[config.mk]
export PLATFORM = sky130hd
export DESIGN_NAME = obstacle_field
export DESIGN_NICKNAME = d
export VERILOG_FILES = /design/src/rtl/obstacle_pkg.sv /design/src/rtl/obstacle_slot.sv /design/src/rtl/obstacle_field.sv
export SDC_FILE = /design/constraint.sdc
export NUM_CORES = 1
export LEC_CHECK = 0
export CORE_UTILIZATION = 40
export CTS_CLUSTER_DIAMETER = 30
export DETAILED_ROUTE_END_ITERATION = 10
export GPL_TIMING_DRIVEN = 0
export SKIP_LAST_GASP = 1
export SYNTH_ARGS = -nofsm -noshare
export SYNTH_HDL_FRONTEND = slang
export SYNTH_HIERARCHICAL = 1
export SYNTH_SLANG_ARGS = --single-unit
[constraint.sdc]
create_clock -name clk -period 10.2 [get_ports clk]
set_input_delay 1.53 -clock clk [delete_from_list [all_inputs] [get_ports clk]]
set_output_delay 1.53 -clock clk [all_outputs]
set_load 0.01 [all_outputs]
[src/rtl/obstacle_pkg.sv]
`default_nettype none
// ============================================================================
// Module   : obstacle_pkg
// Brief    : Shared widths, spawn FSM state encoding and obstacle type codes
//            for the scrolling obstacle field.
// Revision : 1.0 - initial release
// ============================================================================
package obstacle_pkg;

    localparam int unsigned c_POS_W  = 9;
    localparam int unsigned c_TYPE_W = 3;

    typedef enum logic [1:0] {
        c_ST_IDLE  = 2'd0,
        c_ST_GAP   = 2'd1,
        c_ST_ARMED = 2'd2
    } spawn_state_t;

    localparam logic [c_TYPE_W-1:0] c_TYPE_CACTUS_SMALL = 3'd0;
    localparam logic [c_TYPE_W-1:0] c_TYPE_CACTUS_LARGE = 3'd1;
    localparam logic [c_TYPE_W-1:0] c_TYPE_CACTUS_GROUP = 3'd2;
    localparam logic [c_TYPE_W-1:0] c_TYPE_BIRD_LOW     = 3'd3;
    localparam logic [c_TYPE_W-1:0] c_TYPE_BIRD_HIGH    = 3'd4;

endpackage
`default_nettype wire

[src/rtl/obstacle_slot.sv]
`default_nettype none
// ============================================================================
// Module   : obstacle_slot
// Brief    : One obstacle slot: valid/pos/type registers, scroll and expiry.
// Revision : 1.0 - initial release
// ============================================================================
module obstacle_slot
    import obstacle_pkg::*;
#(
    parameter int unsigned POS_W   = c_POS_W,
    parameter int unsigned TYPE_W  = c_TYPE_W,
    parameter int unsigned SPAWN_X = 319
) (
    input  logic              clk,
    input  logic              rst,
    input  logic              i_step,
    input  logic [3:0]        i_speed,
    input  logic              i_load,
    input  logic [TYPE_W-1:0] i_load_type,
    output logic              o_valid,
    output logic [POS_W-1:0]  o_pos,
    output logic [TYPE_W-1:0] o_type
);

    localparam logic [POS_W-1:0] c_SPAWN_X = POS_W'(SPAWN_X);

    logic              r_valid;
    logic [POS_W-1:0]  r_pos;
    logic [TYPE_W-1:0] r_type;
    logic [POS_W-1:0]  w_speed_ext;

    assign w_speed_ext = POS_W'(i_speed);

    always_ff @(posedge clk or posedge rst) begin
        if (rst) begin
            r_valid <= 1'b0;
            r_pos   <= '0;
            r_type  <= TYPE_W'(c_TYPE_CACTUS_SMALL);
        end else if (i_step) begin
            if (i_load) begin
                r_valid <= 1'b1;
                r_pos   <= c_SPAWN_X;
                r_type  <= i_load_type;
            end else if (r_valid) begin
                // Saturate at the left edge instead of wrapping to a large x
                if (r_pos >= w_speed_ext) begin
                    r_pos <= r_pos - w_speed_ext;
                end else begin
                    r_valid <= 1'b0;
                    r_pos   <= '0;
                end
            end
        end
    end

    assign o_valid = r_valid;
    assign o_pos   = r_pos;
    assign o_type  = r_type;

endmodule
`default_nettype wire

[src/rtl/obstacle_field.sv]
`default_nettype none
// ============================================================================
// Module   : obstacle_field
// Brief    : Scrolling obstacle slots with a gap/arm spawn FSM and read port.
// Revision : 1.0 - initial release
// ============================================================================
module obstacle_field
    import obstacle_pkg::*;
#(
    parameter int unsigned NUM_SLOTS = 4,
    parameter int unsigned POS_W     = c_POS_W,
    parameter int unsigned TYPE_W    = c_TYPE_W,
    parameter int unsigned SPAWN_X   = 319,
    parameter int unsigned GEN_LINE  = 250,
    parameter int unsigned MIN_GAP   = 8
) (
    input  logic                         clk,
    input  logic                         rst,
    input  logic                         tick,
    input  logic                         run,
    input  logic [3:0]                   speed,
    input  logic [7:0]                   rng,
    input  logic [$clog2(NUM_SLOTS)-1:0] rd_sel,
    output logic [POS_W-1:0]             rd_pos,
    output logic [TYPE_W-1:0]            rd_type,
    output logic                         rd_valid,
    output logic [$clog2(NUM_SLOTS):0]   active_cnt,
    output logic                         spawn_pulse
);

    localparam int unsigned        c_SEL_W    = $clog2(NUM_SLOTS);
    localparam int unsigned        c_CNT_W    = c_SEL_W + 1;
    localparam int unsigned        c_GAP_W    = 9;
    localparam logic [c_GAP_W-1:0] c_MIN_GAP  = c_GAP_W'(MIN_GAP);
    localparam logic [POS_W-1:0]   c_GEN_LINE = POS_W'(GEN_LINE);

    logic                 w_step;
    logic [NUM_SLOTS-1:0] w_valid;
    logic [NUM_SLOTS-1:0] w_load;
    logic [POS_W-1:0]     w_pos  [NUM_SLOTS];
    logic [TYPE_W-1:0]    w_type [NUM_SLOTS];
    logic [TYPE_W-1:0]    w_spawn_type;
    logic [POS_W-1:0]     w_speed_ext;
    logic [POS_W-1:0]     w_new_pos;
    logic [POS_W-1:0]     w_new_post;
    logic                 w_new_valid;
    logic                 w_gap_ok;
    logic                 w_free_any;
    logic [c_SEL_W-1:0]   w_free_idx;
    logic [c_CNT_W-1:0]   w_cnt;
    logic                 w_spawn;
    logic [c_GAP_W-1:0]   w_gap_dec;
    logic [c_GAP_W-1:0]   w_gap_nxt;
    logic [c_SEL_W-1:0]   w_newest_nxt;
    spawn_state_t         w_state_nxt;

    spawn_state_t         r_state;
    logic [c_GAP_W-1:0]   r_gap_cnt;
    logic [c_SEL_W-1:0]   r_newest;
    logic [c_CNT_W-1:0]   r_active_cnt;
    logic                 r_spawn_pulse;

    assign w_step       = tick & run;
    assign w_spawn_type = rng[TYPE_W:1];
    assign w_speed_ext  = POS_W'(speed);

    for (genvar gi = 0; gi < NUM_SLOTS; gi++) begin : g_slot
        assign w_load[gi] = w_spawn && (w_free_idx == c_SEL_W'(gi));

        obstacle_slot #(
            .POS_W   (POS_W),
            .TYPE_W  (TYPE_W),
            .SPAWN_X (SPAWN_X)
        ) u_slot (
            .clk         (clk),
            .rst         (rst),
            .i_step      (w_step),
            .i_speed     (speed),
            .i_load      (w_load[gi]),
            .i_load_type (w_spawn_type),
            .o_valid     (w_valid[gi]),
            .o_pos       (w_pos[gi]),
            .o_type      (w_type[gi])
        );
    end

    // Free slots are judged on pre-step valid bits, so a slot expiring this step waits
    always_comb begin
        w_free_any = 1'b0;
        w_free_idx = '0;
        w_cnt      = '0;
        for (int i = NUM_SLOTS - 1; i >= 0; i--) begin
            if (!w_valid[i]) begin
                w_free_any = 1'b1;
                w_free_idx = c_SEL_W'(i);
            end
            w_cnt = w_cnt + c_CNT_W'(w_valid[i]);
        end
    end

    assign w_new_valid = w_valid[r_newest];
    assign w_new_pos   = w_pos[r_newest];
    assign w_new_post  = (w_new_pos >= w_speed_ext) ? (w_new_pos - w_speed_ext) : '0;
    assign w_gap_ok    = !w_new_valid || (w_new_post < c_GEN_LINE);
    assign w_gap_dec   = r_gap_cnt - 1'b1;

    always_comb begin
        w_state_nxt  = r_state;
        w_gap_nxt    = r_gap_cnt;
        w_newest_nxt = r_newest;
        w_spawn      = 1'b0;
        if (run) begin
            case (r_state)
                c_ST_GAP: begin
                    if (w_step) begin
                        w_gap_nxt = w_gap_dec;
                        if (w_gap_dec == '0) begin
                            w_state_nxt = c_ST_ARMED;
                        end
                    end
                end
                c_ST_ARMED: begin
                    if (!w_free_any) begin
                        w_state_nxt = c_ST_IDLE;
                    end else if (w_step && w_gap_ok && rng[0]) begin
                        w_spawn      = 1'b1;
                        w_newest_nxt = w_free_idx;
                        w_gap_nxt    = c_MIN_GAP + c_GAP_W'(rng[7:4]);
                        w_state_nxt  = c_ST_GAP;
                    end
                end
                c_ST_IDLE: begin
                    if (w_free_any) begin
                        w_state_nxt = c_ST_ARMED;
                    end
                end
                default: begin
                    w_state_nxt = c_ST_GAP;
                    w_gap_nxt   = c_MIN_GAP;
                end
            endcase
        end
    end

    always_ff @(posedge clk or posedge rst) begin
        if (rst) begin
            r_state       <= c_ST_GAP;
            r_gap_cnt     <= c_MIN_GAP;
            r_newest      <= '0;
            r_active_cnt  <= '0;
            r_spawn_pulse <= 1'b0;
        end else begin
            r_state       <= w_state_nxt;
            r_gap_cnt     <= w_gap_nxt;
            r_newest      <= w_newest_nxt;
            r_active_cnt  <= w_cnt;
            r_spawn_pulse <= w_spawn;
        end
    end

    // Guard keeps non-power-of-two slot counts from reading past the array
    always_comb begin
        rd_valid = 1'b0;
        rd_pos   = '0;
        rd_type  = '0;
        if (32'(rd_sel) < NUM_SLOTS) begin
            rd_valid = w_valid[rd_sel];
            rd_pos   = w_pos[rd_sel];
            rd_type  = w_type[rd_sel];
        end
    end

    assign active_cnt  = r_active_cnt;
    assign spawn_pulse = r_spawn_pulse;

endmodule
`default_nettype wire

**Word-level counts from Yosys, hierarchy flattened**

Cells that the tools add are included.

- ROM bits: 0
- Bits in latches: 0
- Flip-flop bits (word level): 69
- Memories kept: 0
- RAM bits: 0
- Output and inout bits: 17
- Logic and storage cells: 138
- Input bits: 18

- Reduce and logical (&&, ||, !) cells: 26
- Bitwise operators: 4
- Div/mod/pow operators: 0
- Equal/unequal tests: 11
- Shifts and indexed selects: 0
- $mul: 0
- Mux-type cells: 60
- Add/subtract/negate cells: 10
- Magnitude comparators: 10

Operators with widths:

| cell | count |
|---|---|
| $mux 9 | 20 |
| $ge 9x4->1 | 5 |
| $sub 9x4->9 | 5 |
| $bmux 9 s2 | 2 |
| $pmux 9 s3 | 1 |
| $mux 1 | 22 |
| $mux 2 | 9 |
| $reduce_and 2->1 | 8 |
| $ne 2x2->1 const B | 5 |
| $reduce_and 5->1 | 2 |
| $logic_not 9->1 | 1 |
| $lt 9x8->1 const B | 1 |
| $sub 9x1->9 const B | 1 |
| $reduce_bool 2->1 | 4 |
| $bmux 3 s2 | 1 |
| $eq 2x2->1 const B | 3 |
| $ge 3x3->1 const B | 2 |
| $logic_and 1x1->1 | 6 |
| $lt 2x3->1 const B | 2 |
| $mux 3 | 2 |
| $not 2->3 | 2 |
| $pmux 2 s3 | 1 |
| $add 4x4->5 const A | 1 |
| $bmux 1 s2 | 2 |
| other kinds (11) | 13 |

**Logic depth before layout (Yosys ltp)**

- Depth after elaboration: 17
- Depth in mapped cells: 18
- Mapped depth without buffers: 15

**By module**

Netlist, hierarchy kept.

By module, submodules not included:

| module | times used | sequential area each (um2) | area each (um2) | cells each |
|---|---|---|---|---|
| obstacle_field | 1 | 427.9 | 1924.3 | 192 |
| obstacle_slot (g_slot[2].u_slot ...) | 2 | 325.3 | 838.3 | 78 |
| obstacle_slot (g_slot[0].u_slot ...) | 2 | 325.3 | 812.0 | 79 |

**Least setup slack after synthesis**

OpenSTA, ideal clock, no wires.

- Kind: in2reg
- Start point: in speed[0]
- End point: reg g_slot[1].u_slot.r_pos[7]
- Arrival: 4.447 ns
- Setup time: 0.078 ns
- Path slack: 5.675 ns
- Stages: 14
- Path buffers: 1
- Required time: 10.122 ns
- Cell sequence: ha_1 -> fa_1 -> nor2b_1 -> o21a_1 -> nor3_1 -> and2_2 -> a221oi_2 -> o211ai_2 -> buf_6 -> nor4_1 -> o21a_1 -> nand3_1 -> or4_1 -> a21boi_1

- Longest elaborated chain between the ends: 13
- Elaborated cells on any way between the ends: 19
- Those cells by class: add/sub: 2; order compare: 3; mux: 8; reduce/logical: 6

RTL lines:

| element | line | RTL |
|---|---|---|
| start: declaration | obstacle_field.sv:21 | `input logic [3:0] speed,` |
| $sub 9x4->9 or $ge 9x4->1 (tied branches) | obstacle_field.sv:103 | `assign w_new_post = (w_new_pos >= w_speed_ext) ? (w_new_pos - w_speed_ext) : '0;` |
| $mux 9 (*) | obstacle_field.sv:103 |  |
| $lt 9x8->1 (*) | obstacle_field.sv:104 | `assign w_gap_ok = !w_new_valid \|\| (w_new_post < c_GEN_LINE);` |
| $logic_or 1x1->1 (*) | obstacle_field.sv:104 |  |
| $logic_and 1x1->1 (*) (2 in series) | obstacle_field.sv:125 | `end else if (w_step && w_gap_ok && rng[0]) begin` |
| $mux 1 (*) | obstacle_field.sv:125 |  |
| $mux 1 (*) | obstacle_field.sv:123 | `if (!w_free_any) begin` |
| $mux 1 (*) | obstacle_field.sv:113 | `case (r_state)` |
| $mux 1 (*) | obstacle_field.sv:112 | `if (run) begin` |
| $logic_and 1x1->1 (*) | obstacle_field.sv:68 | `assign w_load[gi] = w_spawn && (w_free_idx == c_SEL_W'(gi));` |
| net w_load[1] | obstacle_field.sv:39 | `logic [NUM_SLOTS-1:0] w_load;` |
| $reduce_bool 2->1 (no source line) | -- |  |
| $reduce_and 2->1 (no source line) | -- |  |
| end signal: assignment | obstacle_slot.sv:42 | `r_pos <= c_SPAWN_X;` |
| end signal: assignment | obstacle_slot.sv:47 | `r_pos <= r_pos - w_speed_ext;` |
| end: declaration | obstacle_slot.sv:28 | `logic [POS_W-1:0] r_pos;` |

Mark *: on every way through the listed nets, which the timed path passes. The rest lies on a longest branch. The select of a mux whose other input is x is not followed.
A chain may end at the register's enable or synchronous reset.

**Worst setup path after layout**

Ends and elaborated chain as after synthesis.

==> results.json <==
{
  "outcome": "finished, final reports clean",
  "synthArstFlopShare": 1.00,
  "max_freq_mhz": 183,
  "via_count": 4372,
  "relSlewSlack": 0.410,
  "min_to": "g_slot[3].u_slot/o_type[0]",
  "critPathArrivalTime_ps": 5710,
  "cp.required_ps": 10460,
  "skew_ps": 5.84,
  "cts-root-buf": "clkbuf_16",
  "regToRegSetupSlack_ps": 5560,
  "syn2layout_area_growth_pct": 17.6,
  "power_density_mw_per_mm2": 240,
  "postRouteAntennaNets": 0,
  "vias_per_cell": 6.01,
  "cts.clk_slew.worst_paths_ps": 60,
  "rows": 41,
  "fin_setup_tns_ps": 0,
  "rsz0062_at_grt": "false",
  "final_area_mm2": 0.00614,
  "clk_latency_ps": 340,
  "crit-reg2reg-launch": "r_newest[0]",
  "min_from": "g_slot[3].u_slot/o_type[0]",
  "die_w_um": 116,
  "setup_viol": 0,
  "drv_cap": 0,
  "cts_setup_buffers": 0,
  "yosysWarningCount": 6,
  "startpoint_type": "input pin",
  "cts_sinks": 69,
  "fin_nets": 603,
  "pin_count": 35,
  "seq_area_frac_synth": 0.331,
  "grt_max_degree": 24,
  "syn_inst": 506,
  "die-area_mm2": 0.0135,
  "grt_overflow": 0,
  "irDropWorstVdd_mv": 0.124,
  "worst_slack_ps": 4750,
  "finalHoldViolCount": 0,
  "r2r_end": "g_slot[1].u_slot/o_pos[7]",
  "final_layout_size_suffix_gt1_frac": 0.119,
  "power.total_w": 0.00148,
  "synth_cell_type_count": 69,
  "dp.final_hpwl_um": 10600,
  "p_leak_nw": 2.57,
  "drt_iter0_drc": 347,
  "synth-edff-count": 0,
  "hp-class": "reg -> reg",
  "drv_slew": 0,
  "post-route-period-util": 0.534,
  "ys_ff_latch": 69,
  "syn_area_per_cell_um2": 10.3,
  "dpl-instance-area_mm2": 0.00578,
  "core-area_mm2": 0.0127,
  "whs_ps": 488,
  "routed_wl_um": 14000,
  "crit_path_end_kind": "flip-flop",
  "place_ws_ps": 4400,
  "io_buffers": 34,
  "crit_type": "in -> reg",
  "synthesis.area_mm2": 0.00523,
  "wl_per_cell_um": 19.2,
  "firstDrtPassIters": 5,
  "start_util": 0.412,
  "period_needed_ps": 5450,
  "cts_tree": "built",
  "cp_max_fo": 10,
  "grt_usage": 0.224,
  "ys.flop_type": "dfrtp_1",
  "fp.dieH_um": 116,
  "clockBufferDepth": 2,
  "synth_nets": 558,
  "antenna_cells": 0,
  "ctsHtreeMaxLevel": 3,
  "cts_resized": 0,
  "rr_worst_depth": 17,
  "grt_pass1_wl_um": 22400,
  "remaining_drc_errors": 0,
  "worstMarginPinSlew_ps": 886,
  "hold_buffers": 0,
  "cts_buffers": 9,
  "gp_congestion": 0.899,
  "grt_pass1_vias": 4245,
  "antenna_found_initial": 0,
  "hold-path-cell-count": 1
}
[synthesized netlist by cell type (all sizes together), types with 3 or more instances]
library cell / instances / area share
fa: 6 / 0.023
o32a: 8 / 0.015
o311ai: 4 / 0.0067
nand2: 23 / 0.017
mux2i: 3 / 0.0057
a2111oi: 4 / 0.0091
ha: 28 / 0.067
nand3: 6 / 0.0057
o211ai: 12 / 0.018
dfrtp: 67 / 0.32
nor3: 10 / 0.011
a22o: 4 / 0.0067
a21oi: 20 / 0.021
and2: 6 / 0.0079
mux2: 12 / 0.026
o21ai: 37 / 0.035
xnor2: 6 / 0.010
nor2b: 11 / 0.013
buf: 5 / 0.0069
or2: 6 / 0.0072
o41ai: 4 / 0.0067
or4: 13 / 0.022
inv: 52 / 0.037
o31ai: 14 / 0.022
a21boi: 10 / 0.014
nor2: 31 / 0.022
mux4: 23 / 0.10
nor4: 5 / 0.012
o21a: 10 / 0.014
nand4: 4 / 0.0048
a31oi: 3 / 0.0036
o31a: 4 / 0.0067
a211oi: 9 / 0.018
o22a: 9 / 0.015
clkbuf: 8 / 0.0057
[kinds of logic (layout without fill, tap and decap cells)]
kind of cell	count (synthesis)	count (layout)	synth area share
fa+ha+maj	34	34	0.0900
buf+inv	65	114	0.0500
flops	69	69	0.331
simple gates	129	129	0.146
xor+xnor	6	6	0.0101
compound gates	165	165	0.238
mux	38	38	0.136
[routing by layer]
| metal | track usage | vias to the layer above | routed length (um) |
|---|---|---|---|
| met4 | 0.0991 | 0 | 456 |
| met2 | 0.361 | 114 | 6550 |
| met5 | 0 | - | 0 |
| li1 | - | 2056 | - |
| met3 | 0.0477 | 25 | 608 |
| met1 | 0.290 | 2177 | 6330 |
[cell usage in the layout, fill, tap and decap left out, drive strengths merged, types with 5 or more instances in the layout]
master	n
a211oi	9
a21boi	10
a21oi	20
and2	6
buf	5
clkbuf	17
clkdlybuf4s50	34
dfrtp	67
fa	6
ha	28
inv	52
mux2	12
mux4	23
nand2	23
nand3	6
nor2	31
nor2b	11
nor3	10
nor4	5
o211ai	12
o21a	10
o21ai	37
o22a	9
o31ai	14
o32a	8
or2	6
or4	13
xnor2	6
[state kept, by name, summed over array words and instances, names as in the netlist]
signal and count:
r_state 2, g_slot.u_slot/o_valid 4, r_gap_cnt 9, g_slot.u_slot/o_type 12, spawn_pulse 1, r_newest 2, active_cnt 3, g_slot.u_slot/o_pos 36
[how the worst max path moves through the flow]
stage	from	to	cells past startpoint	slack, ps
floorplan	speed[0]	g_slot[1].u_slot/o_pos[7]	14	5670
global placement	speed[0]	g_slot[0].u_slot/o_pos[7]	15	4450
detailed placement	speed[0]	g_slot[0].u_slot/o_pos[7]	15	4400
CTS	rd_sel[0]	rd_pos[1]	4	4700
global route	speed[2]	g_slot[1].u_slot/o_pos[7]	15	4410
finish	speed[0]	g_slot[1].u_slot/o_pos[7]	15	4750
[power by group]
part           total, W  switching, W  leakage, nW  internal (W)
clock network  0.000385      0.000122        0.172      0.000262
logic          0.000661      0.000355         1.51      0.000306
registers      0.000430     0.0000908        0.885      0.000340
[through the flow]
step                      instances  utilization
final                           727        0.485
after floorplan                 506            -
after global placement          712        0.456
after detailed placement        712        0.456
after CTS                       727        0.485
after global routing            727        0.485
[worst max-delay path: stages]
cell	delay, ps
clkdlybuf4s50_1	610
ha_1	350
fa_1	390
nor2b_1	170
o21a_1	150
nor3_1	60
and2_2	170
a221oi_2	370
o211ai_2	140
buf_6	200
nor4_1	540
o21a_1	350
nand3_1	120
or4_1	420
a21boi_1	140
[cell type report]
type	instances	area, um^2
plain buffers	13	66.3
well taps	172	215
flip-flops and latches	69	1730
multi-input cells	372	3230
inverters	52	195
clock buffers	9	225
fillers	1203	6530
repair buffers	34	340
clock inverters	6	136
(Power assumes the default switching activity.)
